==> config.mk <==
export PLATFORM = sky130hd
export DESIGN_NAME = button_pulse_repeat
export DESIGN_NICKNAME = d
export VERILOG_FILES = /design/src/rtl/button_pulse_repeat.sv
export SDC_FILE = /design/constraint.sdc
export NUM_CORES = 1
export LEC_CHECK = 0
export CAP_MARGIN = 10
export CORE_UTILIZATION = 30
export DETAILED_ROUTE_END_ITERATION = 6
export SLEW_MARGIN = 40
export SYNTH_ARGS = -nofsm -noshare
export SYNTH_HDL_FRONTEND = slang
export SYNTH_SLANG_ARGS = --single-unit
==> constraint.sdc <==
create_clock -name i_clk_mhz -period 3.05 [get_ports i_clk_mhz]
set_input_delay 0.305 -clock i_clk_mhz [delete_from_list [all_inputs] [get_ports i_clk_mhz]]
set_output_delay 0.305 -clock i_clk_mhz [all_outputs]
set_load 0.05 [all_outputs]
==> src/rtl/button_pulse_repeat.sv <==
// -----------------------------------------------------------------------------
// button_pulse_repeat
//
// Turns the debounced one-hot button level from the 4-button debouncer into
// single-cycle press events for the tester's command/mode FSMs, and flags long
// presses. Auto-repeat pulses while a button is held are optional.
//
// Build option:
//   BTN_AUTO_REPEAT_EN  - when defined, the repeat state and repeat counter are
//                         built and held buttons emit periodic press pulses.
//                         When undefined, RPT_* parameters have no effect.
//
// Ports:
//   i_clk_mhz     in   1  system clock
//   i_rstn_mhz    in   1  asynchronous, active-low reset
//   i_btns_deb    in   4  debounced button levels (combinational upstream)
//   o_btns_press  out  4  one-clock pulse per press / repeat, one-hot
//   o_btns_long   out  4  held button bit once held for >= LONG_MS
//   o_btn_busy    out  1  high while a button is tracked as held
// -----------------------------------------------------------------------------
module button_pulse_repeat #(
    parameter int unsigned FCLK          = 20000000,
    parameter int unsigned LONG_MS       = 500,
    parameter int unsigned RPT_DELAY_MS  = 400,
    parameter int unsigned RPT_PERIOD_MS = 100
) (
    input  logic       i_clk_mhz,
    input  logic       i_rstn_mhz,
    input  logic [3:0] i_btns_deb,
    output logic [3:0] o_btns_press,
    output logic [3:0] o_btns_long,
    output logic       o_btn_busy
);

    // Clocks per millisecond and counter widths.
    localparam int unsigned CT     = FCLK / 1000;
    localparam int unsigned PrescW = (CT > 1) ? $clog2(CT) : 1;
    localparam int unsigned HoldW  = (LONG_MS > 0) ? $clog2(LONG_MS + 1) : 1;

    // Elaboration-time sanity check of the timing parameters.
    if (CT < 2 || LONG_MS < 1 || RPT_DELAY_MS < 1 || RPT_PERIOD_MS < 1) begin : g_param_err
        $error("button_pulse_repeat: FCLK must give >=2 clocks/ms and all *_MS must be >= 1");
    end

`ifdef BTN_AUTO_REPEAT_EN
    localparam int unsigned RptMax = (RPT_DELAY_MS > RPT_PERIOD_MS) ? RPT_DELAY_MS
                                                                    : RPT_PERIOD_MS;
    localparam int unsigned RptW   = $clog2(RptMax + 1);

    typedef enum logic [1:0] {StIdle, StDown, StRpt} state_e;
`else
    typedef enum logic [1:0] {StIdle, StDown} state_e;
`endif

    state_e            state_q, state_d;
    logic [3:0]        s_btns_q;
    logic [3:0]        s_btn_sel_q, s_btn_sel_d;
    logic [PrescW-1:0] presc_q, presc_d;
    logic [HoldW-1:0]  hold_q, hold_d;
    logic [3:0]        press_q, press_d;
    logic [3:0]        long_q, long_d;
    logic              busy_q, busy_d;
`ifdef BTN_AUTO_REPEAT_EN
    logic [RptW-1:0]   rpt_q, rpt_d;
`endif

    logic       s_onehot;
    logic [3:0] s_btns_eff;
    logic       s_tick;
    logic       s_held;

    // Multi-hot is an invalid debouncer output and is treated as a release.
    assign s_onehot   = (s_btns_q != 4'b0000) && ((s_btns_q & (s_btns_q - 4'd1)) == 4'b0000);
    assign s_btns_eff = s_onehot ? s_btns_q : 4'b0000;
    assign s_tick     = (presc_q == PrescW'(CT - 1));
    // Still holding the tracked button in a non-idle state.
    assign s_held     = (state_q != StIdle) && (s_btns_eff == s_btn_sel_q);

    always_comb begin
        state_d     = state_q;
        s_btn_sel_d = s_btn_sel_q;
        presc_d     = presc_q;
        hold_d      = hold_q;
        press_d     = 4'b0000;
`ifdef BTN_AUTO_REPEAT_EN
        rpt_d       = rpt_q;
`endif

        // Shared millisecond timing while a button stays held.
        if (s_held) begin
            presc_d = s_tick ? '0 : presc_q + 1'b1;
            if (s_tick && (hold_q != HoldW'(LONG_MS))) begin
                hold_d = hold_q + 1'b1;
            end
        end

        case (state_q)
            StIdle: begin
                if (s_btns_eff != 4'b0000) begin
                    state_d     = StDown;
                    s_btn_sel_d = s_btns_eff;
                    press_d     = s_btns_eff;
                    presc_d     = '0;
                    hold_d      = '0;
`ifdef BTN_AUTO_REPEAT_EN
                    rpt_d       = '0;
`endif
                end
            end
            StDown: begin
                if (!s_held) begin
                    state_d = StIdle;
                end
`ifdef BTN_AUTO_REPEAT_EN
                else if (s_tick) begin
                    if (rpt_q == RptW'(RPT_DELAY_MS - 1)) begin
                        press_d = s_btn_sel_q;
                        rpt_d   = '0;
                        state_d = StRpt;
                    end else begin
                        rpt_d = rpt_q + 1'b1;
                    end
                end
`endif
            end
`ifdef BTN_AUTO_REPEAT_EN
            StRpt: begin
                if (!s_held) begin
                    state_d = StIdle;
                end else if (s_tick) begin
                    if (rpt_q == RptW'(RPT_PERIOD_MS - 1)) begin
                        press_d = s_btn_sel_q;
                        rpt_d   = '0;
                    end else begin
                        rpt_d = rpt_q + 1'b1;
                    end
                end
            end
`endif
            default: begin
                state_d = StIdle;
            end
        endcase

        // Outputs follow the next state so they land on the same edge as the transition.
        busy_d = (state_d != StIdle);
        long_d = (busy_d && (hold_d == HoldW'(LONG_MS))) ? s_btn_sel_d : 4'b0000;
    end

    always_ff @(posedge i_clk_mhz or negedge i_rstn_mhz) begin
        if (!i_rstn_mhz) begin
            state_q     <= StIdle;
            s_btns_q    <= 4'b0000;
            s_btn_sel_q <= 4'b0000;
            presc_q     <= '0;
            hold_q      <= '0;
            press_q     <= 4'b0000;
            long_q      <= 4'b0000;
            busy_q      <= 1'b0;
`ifdef BTN_AUTO_REPEAT_EN
            rpt_q       <= '0;
`endif
        end else begin
            state_q     <= state_d;
            s_btns_q    <= i_btns_deb;
            s_btn_sel_q <= s_btn_sel_d;
            presc_q     <= presc_d;
            hold_q      <= hold_d;
            press_q     <= press_d;
            long_q      <= long_d;
            busy_q      <= busy_d;
`ifdef BTN_AUTO_REPEAT_EN
            rpt_q       <= rpt_d;
`endif
        end
    end

    assign o_btns_press = press_q;
    assign o_btns_long  = long_q;
    assign o_btn_busy   = busy_q;

endmodule

Word level (Yosys, flattened, before mapping)
Cells that the tools add are included.
- flip-flop bits (word level): 43
- input bits: 6
- logic and storage cells: 44
- add/sub/neg operators: 3
- eq/ne operators: 5
- multiplexer cells: 17
- bitwise gates (word level): 1
- reduce and logical (&&, ||, !) cells: 10
- operators with widths (cell ; count):
    $mux 15 ; 4
    $mux 9 ; 4
    $mux 4 ; 6
    $add 15x1->15 const B ; 1
    $eq 15x15->1 const B ; 1
    $add 9x1->9 const B ; 1
    $eq 9x9->1 const B ; 1
    $ne 9x9->1 const B ; 1
    $reduce_bool 4->1 ; 2
    $and 4x4->4 ; 1
    $eq 4x4->1 ; 1
    $logic_and 1x1->1 ; 4
    $logic_not 4->1 ; 1
    $mux 2 ; 2
    $pmux 2 s2 ; 1
    $reduce_bool 2->1 ; 2
    $sub 4x1->4 const B ; 1
    $eq 2x1->1 const B ; 1
    $logic_not 2->1 ; 1

Longest topological paths before layout
Gate-level depths: netlist of run 1.
- depth in word-level cells: 13
- mapped depth: 9
- mapped depth without buffers: 8

Least setup slack after synthesis of run 1
OpenSTA, ideal clock, no wires.
- path type: register to register
- from: register presc_q[7]
- to: register long_q[0], in the netlist o_btns_long[0]
- data arrival time: 2.378 ns
- setup slack: 0.571 ns
- cell stages (with the launch flop): 7
- buffers on the path: 0
- period minus slack after synthesis: 2.479 ns
- cells stage by stage: dfrtp_1 > or4_4 > nor4_4 > nand4_1 > or4_1 > a2111o_1 > nor4_1
- word-level cells in the longest chain between the ends: 9
- ends and longest elaborated chain (what ; RTL line ; RTL):
    start: declaration ; 58 ; logic [PrescW-1:0] presc_q, presc_d;
    start signal: assignment ; 167 ; presc_q <= presc_d;
    $eq 15x15->1 (*) ; 75 ; assign s_tick = (presc_q == PrescW'(CT - 1));
    $logic_and 1x1->1 (*) ; 92 ; if (s_tick && (hold_q != HoldW'(LONG_MS))) begin
    $mux 9 (*) ; 92 ;
    $mux 9 (*) ; 90 ; if (s_held) begin
    $mux 9 ; 99 ; if (s_btns_eff != 4'b0000) begin
    $mux 9 (*) ; 97 ; case (state_q)
    $eq 9x9->1 (*) ; 147 ; long_d = (busy_d && (hold_d == HoldW'(LONG_MS))) ? s_btn_sel_d : 4'b0000;
    $logic_and 1x1->1 (*) ; 147 ;
    $mux 4 (*) ; 147 ;
    via long_d[0] ; 61 ; logic [3:0] long_q, long_d;
    end signal: assignment ; 170 ; long_q <= long_d;
    end: declaration ; 61 ;
Mark *: on every way through the listed nets, which the timed path passes. The rest lies on a longest branch.

Final worst setup path of run 1
- from: register presc_q[7]
- to: register long_q[3], in the netlist o_btns_long[3]
The elaborated chain is that of the path after synthesis.

==> results of run 1 <==
routing by layer:
metal	vias up	GRT usage, %	wire length (um)	share of wire, %
met3	8	3.05	159	3.4
met1	868	17.3	2280	49
met4	0	3.90	63	1.3
li1	890	-	-	-
met2	26	22.1	2190	47
met5	-	0	0	0
area by class of cell:
cell class / instances / area (um2)
timing repair buffer: 20 / 183
sequential: 43 / 1080
clock buffer: 5 / 68.8
tap: 99 / 124
inverter: 6 / 22.5
fill: 758 / 4650
clock inverter: 3 / 43.8
multi-input combinational: 177 / 1120
stage by stage:
stage	hold slack, ps	setup WS, ps	power (W)	std cells
2_1_floorplan	9.41	571	0.000732	240
3_3_place_gp	478	452	0.000788	345
3_5_place_dp	333	387	0.000792	345
4_1_cts	3.37	361	0.00124	353
5_1_grt	28.3	152	0.00128	353
6_report	-23.5	377	0.00123	353
cell usage in the layout, fill, tap and decap left out, types with 2 or more instances in the layout:
cell type	netlist	routed
a211oi_1	4	4
a21o_1	2	2
a21oi_1	8	8
and2_1	4	4
and3_1	3	3
and4b_1	2	2
buf_4	0	7
clkbuf_8	0	5
clkdlybuf4s50_1	0	13
dfrtp_1	43	43
ha_1	3	3
inv_1	6	6
nand2_1	16	16
nand2b_1	6	6
nand3_1	8	8
nand4_1	5	5
nand4b_1	4	4
nor2_1	27	27
nor2b_1	4	4
nor3_1	9	9
nor4_1	13	13
nor4b_1	2	2
nor4bb_1	2	2
o211ai_1	2	2
o21a_1	2	2
o21ai_0	8	8
o31ai_1	3	3
or3_1	4	4
or4_1	4	4
xnor2_1	17	17
Yosys cell counts (all sizes together), types with 3 or more instances:
library cell	n	area, um2
o31ai	3	22.5
nor2b	4	25.0
a21oi	8	40.0
and3	3	18.8
nand4b	4	35.0
o21ai	8	40.0
nand3	8	40.0
dfrtp	43	1080
nand2b	6	37.5
ha	3	37.5
nand4	6	43.8
nand2	16	60.1
xnor2	17	149
or4	5	41.3
and2	4	25.0
a211oi	4	30.0
inv	6	22.5
clkbuf	12	45.0
nor3	9	45.0
nor2	27	101
nor4	14	103
or3	4	25.0
flip-flops by register name, indices dropped and copies added (netlist names):
signal	count
s_btns_q	4
o_btns_long	4
hold_q	9
o_btns_press	4
presc_q	15
o_btn_busy	1
state_q	2
s_btn_sel_q	4
worst min path at each step:
stage	cells past startpoint	end	slack [ps]
finish	1	s_btn_sel_q[1]	-20
global route	1	s_btns_q[2]	30
CTS	1	s_btns_q[2]	3
detailed placement	1	s_btns_q[2]	330
global placement	1	state_q[0]	480
floorplan	0	hold_q[0]	9
worst reg2reg max path, stage by stage, from the launching register on:
cell	delay, ps
dfrtp_1	420
or4_4	580
nor4_4	360
nand4_1	120
or4_1	400
a2111o_1	430
nor4_1	260
power groups by stage:
stage	Clock, W	Sequential, W	Combinational [W]
6_report	0.000450	0.000632	0.000146
4_1_cts	0.000464	0.000632	0.000149
3_3_place_gp	0	0.000642	0.000146
3_5_place_dp	0	0.000643	0.000149
5_1_grt	0.000482	0.000638	0.000164
2_1_floorplan	0	0.000640	0.0000916
logic make-up (layout without fill, tap and decap cells):
logic type | count (synthesis) | in the layout
buffers and inverters | 20 | 34
muxes | 1 | 1
adders and majority gates | 3 | 3
other | 1 | 1
xor gates and xnor gates | 17 | 17
DFF | 43 | 43
and+or+nand+nor | 120 | 120
AOI/OAI and AO/OA | 35 | 35
==> impl_metrics.py, run 1 <==
metrics = {
    "worst_setup_path": {
        "ff2ff_path_depth": 6,
        "crit_path_top_delay_cell": "or4_4",
        "cp_num_buf_inv": 0,
        "critPathMaxFanout": 5,
        "worstPathCellList": "or4_4, nor4_4, nand4_1, or4_1, a2111o_1, nor4_1",
        "critPathTopFamily": "simple AND/OR/NAND/NOR gates",
        "reg2reg_slack_ps": 380,
        "worst_setup_path_start_kind": "flip-flop",
        "crit_type": "reg -> reg",
        "worstReg2RegEnd": "o_btns_long[3]",
        "startpoint": "presc_q[7]",
        "max_stage_delay_ps": 580,
        "crit_path_end_kind": "flip-flop",
        "crit_end": "o_btns_long[3]",
        "required_ps": 3240,
        "r2r-start": "presc_q[7]",
        "crit_arrival_ps": 2860,
        "cp.depth": 6,
    },
    "worst_hold_path": {
        "hp-class": "in -> async",
    },
    "timing": {
        "tns_ps": 0,
        "maxSlewHeadroom_pct": 49.9,
        "hold_violations": 32,
        "max_freq_mhz": 374,
        "finalSetupViolations": 0,
        "rsz0062_at_grt": "false",
        "finalClockSkew_ps": 10.4,
        "worstMarginPinSlew_ps": 749,
        "slew_viol_final": 0,
        "whs_ps": -23.5,
        "period_minus_slack_ps": 2670,
        "post-route-period-util_pct": 87.6,
    },
    "grt": {
        "grt_max_degree": 44,
        "grt_antenna_before_repair": 0,
        "grt_pass1_wl_mm": 8.14,
        "track_usage_pct": 13.3,
        "grt_overflow": 0,
        "grt_pass1_vias": 1686,
    },
    "pwr": {
        "p_int_w": 0.000899,
        "peakVddDrop_mv": 0.156,
        "power.density_nw_per_um2": 464,
        "leakage_nw": 1.06,
        "p_clk_share_pct": 36.6,
        "seqPwrFrac_pct": 51.5,
        "p_sw_w": 0.000328,
        "swShare_pct": 26.7,
        "comb_power_share_pct": 11.9,
    },
    "status": {
        "status": "complete, but fails checks",
        "violations": "hold timing",
    },
    "yosys": {
        "synth_compound_area_share_pct": 10.4,
        "synth_top_family_by_area": "simple AND/OR/NAND/NOR gates",
        "seq_area_frac_synth_pct": 47.3,
        "yosysUniqueCellTypes": 45,
        "synth_edf_count": 0,
        "synth_area_um2": 2280,
        "synth-simple-area-share_pct": 30.2,
        "syn_avg_cell_area_um2": 9.49,
        "synth_fp_nets": 249,
        "synth_ff_type": "dfrtp_1",
        "yosys_warnings": 0,
        "synth.mux.area_fraction_pct": 0.440,
        "syn_inst": 240,
        "async_flop_share_pct": 100,
        "synth_xor_xnor_area_share_pct": 6.54,
        "synth_seq_cells": 43,
        "synthAdderAreaFrac_pct": 1.65,
    },
    "floorplanning": {
        "rows": 31,
        "ios": 15,
        "die_h_um": 89.1,
        "start_util_pct": 31.2,
        "die_x_um": 89.1,
        "fp.coreArea_um2": 7290,
        "die-area_um2": 7940,
    },
    "clocking": {
        "cts_root_buf": "clkbuf_8",
        "post_cts_resize_count": 0,
        "clk_latency_ps": 300,
        "postCtsSetupBuffers": 0,
        "cts_tree": "built",
        "cts_sinks": 43,
        "clk_pin_slew_ps": 90,
        "postCtsHoldBufs": 0,
        "clk_path_buf_depth": 2,
        "htree_levels": 2,
        "cts_buffers": 5,
    },
    "drt": {
        "drt-wirelength-per-cell_um": 13.3,
        "num_vias": 1792,
        "drc": 0,
        "drt-initial-drc-count": 99,
        "drtPass1Iterations": 4,
        "vias_per_cell": 5.08,
        "drtAntennaViolNets": 0,
        "wl_mm": 4.69,
    },
    "place": {
        "dpl_cell_area_um2": 2530,
        "port_buffers": 14,
        "dpl.hpwl_mm": 3.32,
        "place_congestion": 0.849,
    },
    "job": {
        "maxCapViolations": 0,
    },
    "final_layout": {
        "area_delta_synth_final_pct": 16.0,
        "nets": 262,
        "drive_gt1_share_pct": 7.48,
        "fin_area_um2": 2640,
        "final_core_util_pct": 36.2,
        "diodes": 0,
    },
}
(Power assumes the default switching activity.)
==> run 2, diff against run 1 <==
==> constraint.sdc (replaced) <==
create_clock -name i_clk_mhz -period 3.05 [get_ports i_clk_mhz]
set_input_delay 0.4575 -clock i_clk_mhz [delete_from_list [all_inputs] [get_ports i_clk_mhz]]
set_output_delay 0.4575 -clock i_clk_mhz [all_outputs]
set_load 0.05 [all_outputs]
==> results of run 2 <==
Same layout as run 1 (identical final DEF). Status: completed.
Among the figures that moved: hold slack -23.5 ps -> 129 ps; number of hold violations in the final report 32 -> 0
